==> config.mk <==
export PLATFORM = sky130hd
export DESIGN_NAME = safecrack_btn_encoder
export DESIGN_NICKNAME = d
export VERILOG_FILES = /design/src/rtl/safecrack_pkg.sv /design/src/rtl/safecrack_btn_debounce.sv /design/src/rtl/safecrack_btn_encoder.sv
export SDC_FILE = /design/constraint.sdc
export NUM_CORES = 1
export LEC_CHECK = 0
export ABC_AREA = 1
export BUFFER_PORTS_ARGS = -buffer_cell sky130_fd_sc_hd__buf_2
export CORE_MARGIN = 5
export CORE_UTILIZATION = 57
export CTS_BUF_LIST = sky130_fd_sc_hd__clkbuf_16
export DETAILED_ROUTE_END_ITERATION = 6
export GPL_TIMING_DRIVEN = 0
export MAX_ROUTING_LAYER = met4
export PLACE_DENSITY = 0.81
export SYNTH_ARGS = -nofsm -noshare
export SYNTH_HDL_FRONTEND = slang
export SYNTH_SLANG_ARGS = --single-unit
==> constraint.sdc <==
create_clock -name clk -period 1.4 [get_ports clk]
set_clock_uncertainty 0.1 [all_clocks]
set_input_delay 0.07 -clock clk [delete_from_list [all_inputs] [get_ports clk]]
set_output_delay 0.07 -clock clk [all_outputs]
set_load 0.02 [all_outputs]
==> src/rtl/safecrack_pkg.sv <==
// Shared types and defaults for the safe-lock button front-end.
package safecrack_pkg;

   localparam int BTN_W               = 4;
   localparam int DEBOUNCE_CYCLES_DEF = 16;
   localparam int TIMEOUT_CYCLES_DEF  = 1000;

   typedef enum logic [1:0] {
      IDLE     = 2'd0,
      CHORD    = 2'd1,
      EMIT     = 2'd2,
      WAIT_REL = 2'd3
   } btn_enc_state_t;

endpackage

==> src/rtl/safecrack_btn_debounce.sv <==
// One button bit: 2-flop synchronizer followed by a stable-count debouncer.
module safecrack_btn_debounce
   import safecrack_pkg::*;
#(
   parameter int DEBOUNCE_CYCLES = DEBOUNCE_CYCLES_DEF
) (
   input  logic clk,
   input  logic rst_n,
   input  logic btn_raw,
   output logic deb
);

   localparam int CW = $clog2(DEBOUNCE_CYCLES);

   logic          sync1_reg;
   logic          sync2_reg;
   logic          deb_reg;
   logic [CW-1:0] cnt_reg;

   always_ff @(posedge clk or negedge rst_n) begin
      if (!rst_n) begin
         sync1_reg <= 1'b0;
         sync2_reg <= 1'b0;
         deb_reg   <= 1'b0;
         cnt_reg   <= '0;
      end else begin
         sync1_reg <= btn_raw;
         sync2_reg <= sync1_reg;
         // Any agreement with the current output restarts the stability count.
         if (sync2_reg == deb_reg) begin
            cnt_reg <= '0;
         end else if (cnt_reg == CW'(DEBOUNCE_CYCLES - 1)) begin
            deb_reg <= ~deb_reg;
            cnt_reg <= '0;
         end else begin
            cnt_reg <= cnt_reg + 1'b1;
         end
      end
   end

   assign deb = deb_reg;

endmodule

==> src/rtl/safecrack_btn_encoder.sv <==
// Merges debounced button chords into single-cycle codes for the lock FSM.
// Optional chord hold timeout is enabled by defining BTN_TIMEOUT_EN.
module safecrack_btn_encoder
   import safecrack_pkg::*;
#(
   parameter int DEBOUNCE_CYCLES = DEBOUNCE_CYCLES_DEF,
   parameter int TIMEOUT_CYCLES  = TIMEOUT_CYCLES_DEF
) (
   input  logic             clk,
   input  logic             rst_n,
   input  logic [BTN_W-1:0] btn_raw,
   output logic [BTN_W-1:0] code,
   output logic             code_valid,
   output logic             busy,
   output logic             abort
);

   logic [BTN_W-1:0] deb;
   btn_enc_state_t   state_reg, state_next;
   logic [BTN_W-1:0] acc_reg, acc_next;
   logic [BTN_W-1:0] code_reg, code_next;
   logic             abort_next;

   genvar gi;
   generate
      for (gi = 0; gi < BTN_W; gi++) begin : g_deb
         safecrack_btn_debounce #(
            .DEBOUNCE_CYCLES(DEBOUNCE_CYCLES)
         ) u_deb (
            .clk    (clk),
            .rst_n  (rst_n),
            .btn_raw(btn_raw[gi]),
            .deb    (deb[gi])
         );
      end
   endgenerate

`ifdef BTN_TIMEOUT_EN
   localparam int TW = $clog2(TIMEOUT_CYCLES + 1);
   logic [TW-1:0] tmo_reg;

   // Held at zero outside CHORD, so every entry into CHORD starts from 0.
   always_ff @(posedge clk or negedge rst_n) begin
      if (!rst_n) begin
         tmo_reg <= '0;
      end else if (state_reg != CHORD) begin
         tmo_reg <= '0;
      end else if (tmo_reg != TW'(TIMEOUT_CYCLES)) begin
         tmo_reg <= tmo_reg + 1'b1;
      end
   end
`endif

   always_comb begin
      state_next = state_reg;
      acc_next   = acc_reg;
      code_next  = code_reg;
      abort_next = 1'b0;
      case (state_reg)
         IDLE: begin
            if (deb != '0) begin
               acc_next   = deb;
               state_next = CHORD;
            end
         end
         CHORD: begin
            acc_next = acc_reg | deb;
`ifdef BTN_TIMEOUT_EN
            if (tmo_reg == TW'(TIMEOUT_CYCLES)) begin
               abort_next = 1'b1;
               acc_next   = '0;
               state_next = WAIT_REL;
            end else
`endif
            if (deb == '0) begin
               code_next  = acc_reg;
               state_next = EMIT;
            end
         end
         EMIT: begin
            state_next = IDLE;
         end
         WAIT_REL: begin
            acc_next = '0;
            if (deb == '0) begin
               state_next = IDLE;
            end
         end
         default: begin
            state_next = IDLE;
         end
      endcase
   end

   always_ff @(posedge clk or negedge rst_n) begin
      if (!rst_n) begin
         state_reg <= IDLE;
         acc_reg   <= '0;
         code_reg  <= '0;
      end else begin
         state_reg <= state_next;
         acc_reg   <= acc_next;
         code_reg  <= code_next;
      end
   end

   assign code       = code_reg;
   assign code_valid = (state_reg == EMIT);
   assign busy       = (state_reg == CHORD) || (state_reg == WAIT_REL);
   assign abort      = abort_next;

endmodule
==> flow_summary.ini <==
[timing]
fmax_ghz = 0.8091
setup_viol = 0
setup_slack_ns = 0.1641
period_needed_ns = 1.236
report.final.slew_viol_count = 0
slew-limit-headroom = 0.4714
period_share = 0.8828
rsz0062_at_grt = no
tns_ns = 0
hold_violations = 0
worst_hold_slack_ns = 0.2449
worstMarginPinSlew_ns = 0.7929

[worst_setup_path]
slowest_delay_ns = 0.44
crit_chain = inv_2, nor2_1, buf_2
path_delay_family = flip-flops
worstPathRequired_ns = 1.23
cp_slowest_cell = dfrtp_1
crit_arrival_ns = 1.07
path_buf_inv = 2
end_kind = primary output
path_class = flip-flop to primary output
crit_path_start_kind = flip-flop
critical_path.max_fanout = 6

[placement]
pre_cts_ws_ns = 0.1526
hpwl_um = 1853
placed_area_um2 = 1668
port_buffers = 11
routabilityCongestion = 0.7520

[yosys]
synthSimpleGateAreaFrac = 0.2424
synth_most_common_cell = nand2_1
synth_top_cells_by_count = nand2_1 (42), dfrtp_1 (38), inv_1 (20)
synth-compound-area-share = 0.04134
ys_types = 20
netlist_area_um2 = 1574
synth_xor_area_frac = 0.01113
synth_top_family_by_area = simple AND/OR/NAND/NOR gates
synth_edf_count = 0
synth.area.top_cells = dfrtp_1 (60%), nand2_1 (10%), inv_1 (4.8%)
syn_nets = 180
synth_top_area_share = 0.6041
ys_seq_area_frac = 0.6041
synth_fa_ha_area_frac = 0.03180
yosysWarnings = 0
yosys.area.top_type = dfrtp_1
ys_ff_latch = 38
synth_ff_type = dfrtp_1
synthMuxAreaShare = 0
avgSynthCellArea_um2 = 9.259
syn-instance-count = 170
synthArstFlopShare = 1.000

[cts]
ctsHoldBuffers = 5
postCtsSetupRepairBufs = 0
clockBufferDepth = 2
htree_levels = 2
cts_resized = 0
root_buffer = clkbuf_16
clk_pin_slew_worst_paths_ns = 0.06
numCtsBuffers = 5
clk_latency_ns = 0.28
cts.sink_count = 38
tritoncts = built

[cells_and_area]
syn_to_final_growth_pct = 18.12
utilization = 0.6861
antenna_cells = 0
nets = 203
largest_reg_flops = 16
fin_area_um2 = 1859
drive_above_1_share = 0.1495

[pwr]
combPwrFrac = 0.048
p_int_uw = 1838
ir_drop_mv = 1.295
powerDensity_nw_per_um2 = 1263
pwr-share-seq = 0.501
leakage_uw = 0.0009524
power.clock.fraction = 0.451
swShare = 0.2175
p_sw_uw = 510.8

[routing]
ant_nets = 0
drtIter0Drc = 61
routedWlPerCell_um = 11.46
vias = 1137
routed_wirelength_um = 2578
dr.pass1.iters = 4
vias_per_cell = 5.053
drc = 0

[die]
pin_count = 13
num_rows = 19
die_h_um = 62.55
core_um2 = 2710
die_w_um = 62.55
die_area_um2 = 3913
start_util = 0.5808

[global_routing]
track_usage = 0.1569
grt_max_degree = 39
overflow = 0
antenna_found_initial = 0
grt_pass1_vias = 1132
grt_pass1_wl_um = 4788

[outcome]
status = finished, final reports clean

[min_path]
hp-class = flip-flop to flip-flop

[job]
maxCapViolCount = 0
-- placed cells by master, fill, tap and decap left out --
cell type	netlist	routed
a21oi_1	1	1
buf_2	0	11
buf_4	1	1
clkbuf_1	1	1
clkbuf_16	0	5
clkinv_1	0	1
clkinv_2	0	1
clkinvlp_4	0	1
conb_1	1	1
dfrtp_1	38	38
dlygate4sd3_1	0	5
ha_1	4	4
inv_1	20	20
inv_2	5	5
nand2_1	42	42
nand2_2	1	1
nand3_1	12	12
nand3_4	1	1
nand4_1	4	4
nor2_1	19	19
nor2_2	1	1
nor2_4	2	2
nor3_1	3	3
o21ai_0	4	4
o21ai_1	8	8
xnor2_1	2	2
-- metal layers --
| metal | routed length, µm | GRT usage |
|---|---|---|
| met3 | 121 | 0.04676 |
| met4 | 52 | 0.08753 |
| met2 | 1270 | 0.2474 |
| met1 | 1134 | 0.1775 |
| met5 | 0 | - |
-- cell families (layout without fill, tap and decap cells) --
family                   after synthesis  in the layout
XOR/XNOR                               2              2
AND/OR/NAND/NOR                       85             85
adder cells (fa/ha/maj)                4              4
AO/OA/AOI/OAI                         13             13
buffers and inverters                 27             51
flip-flops                            38             38
other                                  1              1
-- worst register-to-register path, cell delays in order (launching register included) --
cell	delay, ns
dfrtp_1	0.42
ha_1	0.23
nand2_1	0.07
inv_2	0.04
nand2_1	0.09
nand3_1	0.09
nor2_1	0.12
-- area by class of cell --
cell class / count / area (µm²)
plain buffers: 2 / 11.26
multi-input cells: 105 / 518.0
repair buffers: 16 / 105.1
fillers: 219 / 850.8
flip-flops and latches: 38 / 950.9
clock buffers: 5 / 125.1
clock inverters: 3 / 16.27
inverters: 25 / 93.84
well taps: 31 / 38.79
-- metrics by stage --
| step | total power (µW) | instances |
|---|---|---|
| 2_1_floorplan | 1253 | 170 |
| 3_3_place_gp | 1288 | 212 |
| 3_5_place_dp | 1302 | 212 |
| 4_1_cts | 2374 | 225 |
| 5_1_grt | 2458 | 225 |
| 6_report | 2349 | 225 |
-- path summary, 6_finish.rpt --
| path | startpoint | endpoint | slack, ns | cells past startpoint |
|---|---|---|---|---|
| worst min-delay path | g_deb[3].u_deb.sync1_reg | g_deb[3].u_deb.sync2_reg | 0.24 | 0 |
| max in group asynchronous | rst_n | g_deb[1].u_deb.sync1_reg | 0.38 | 2 |
| worst max-delay path | state_reg[1] | code_valid | 0.16 | 3 |
| worst max register to register | g_deb[3].u_deb.cnt_reg[0] | g_deb[3].u_deb.cnt_reg[0] | 0.17 | 6 |
| worst min register to register | g_deb[3].u_deb.sync1_reg | g_deb[3].u_deb.sync2_reg | 0.24 | 0 |
| min in group asynchronous | rst_n | code[3] | 0.32 | 2 |
-- power groups by stage --
stage          Clock [µW]  Sequential (µW)  Combinational [µW]
2_1_floorplan           0             1190                65.6
6_report             1060             1180                 113
5_1_grt              1140             1180                 137
4_1_cts              1080             1180                 117
3_3_place_gp            0             1190                98.2
3_5_place_dp            0             1200                 106
Power figures use the tool's default switching activity.
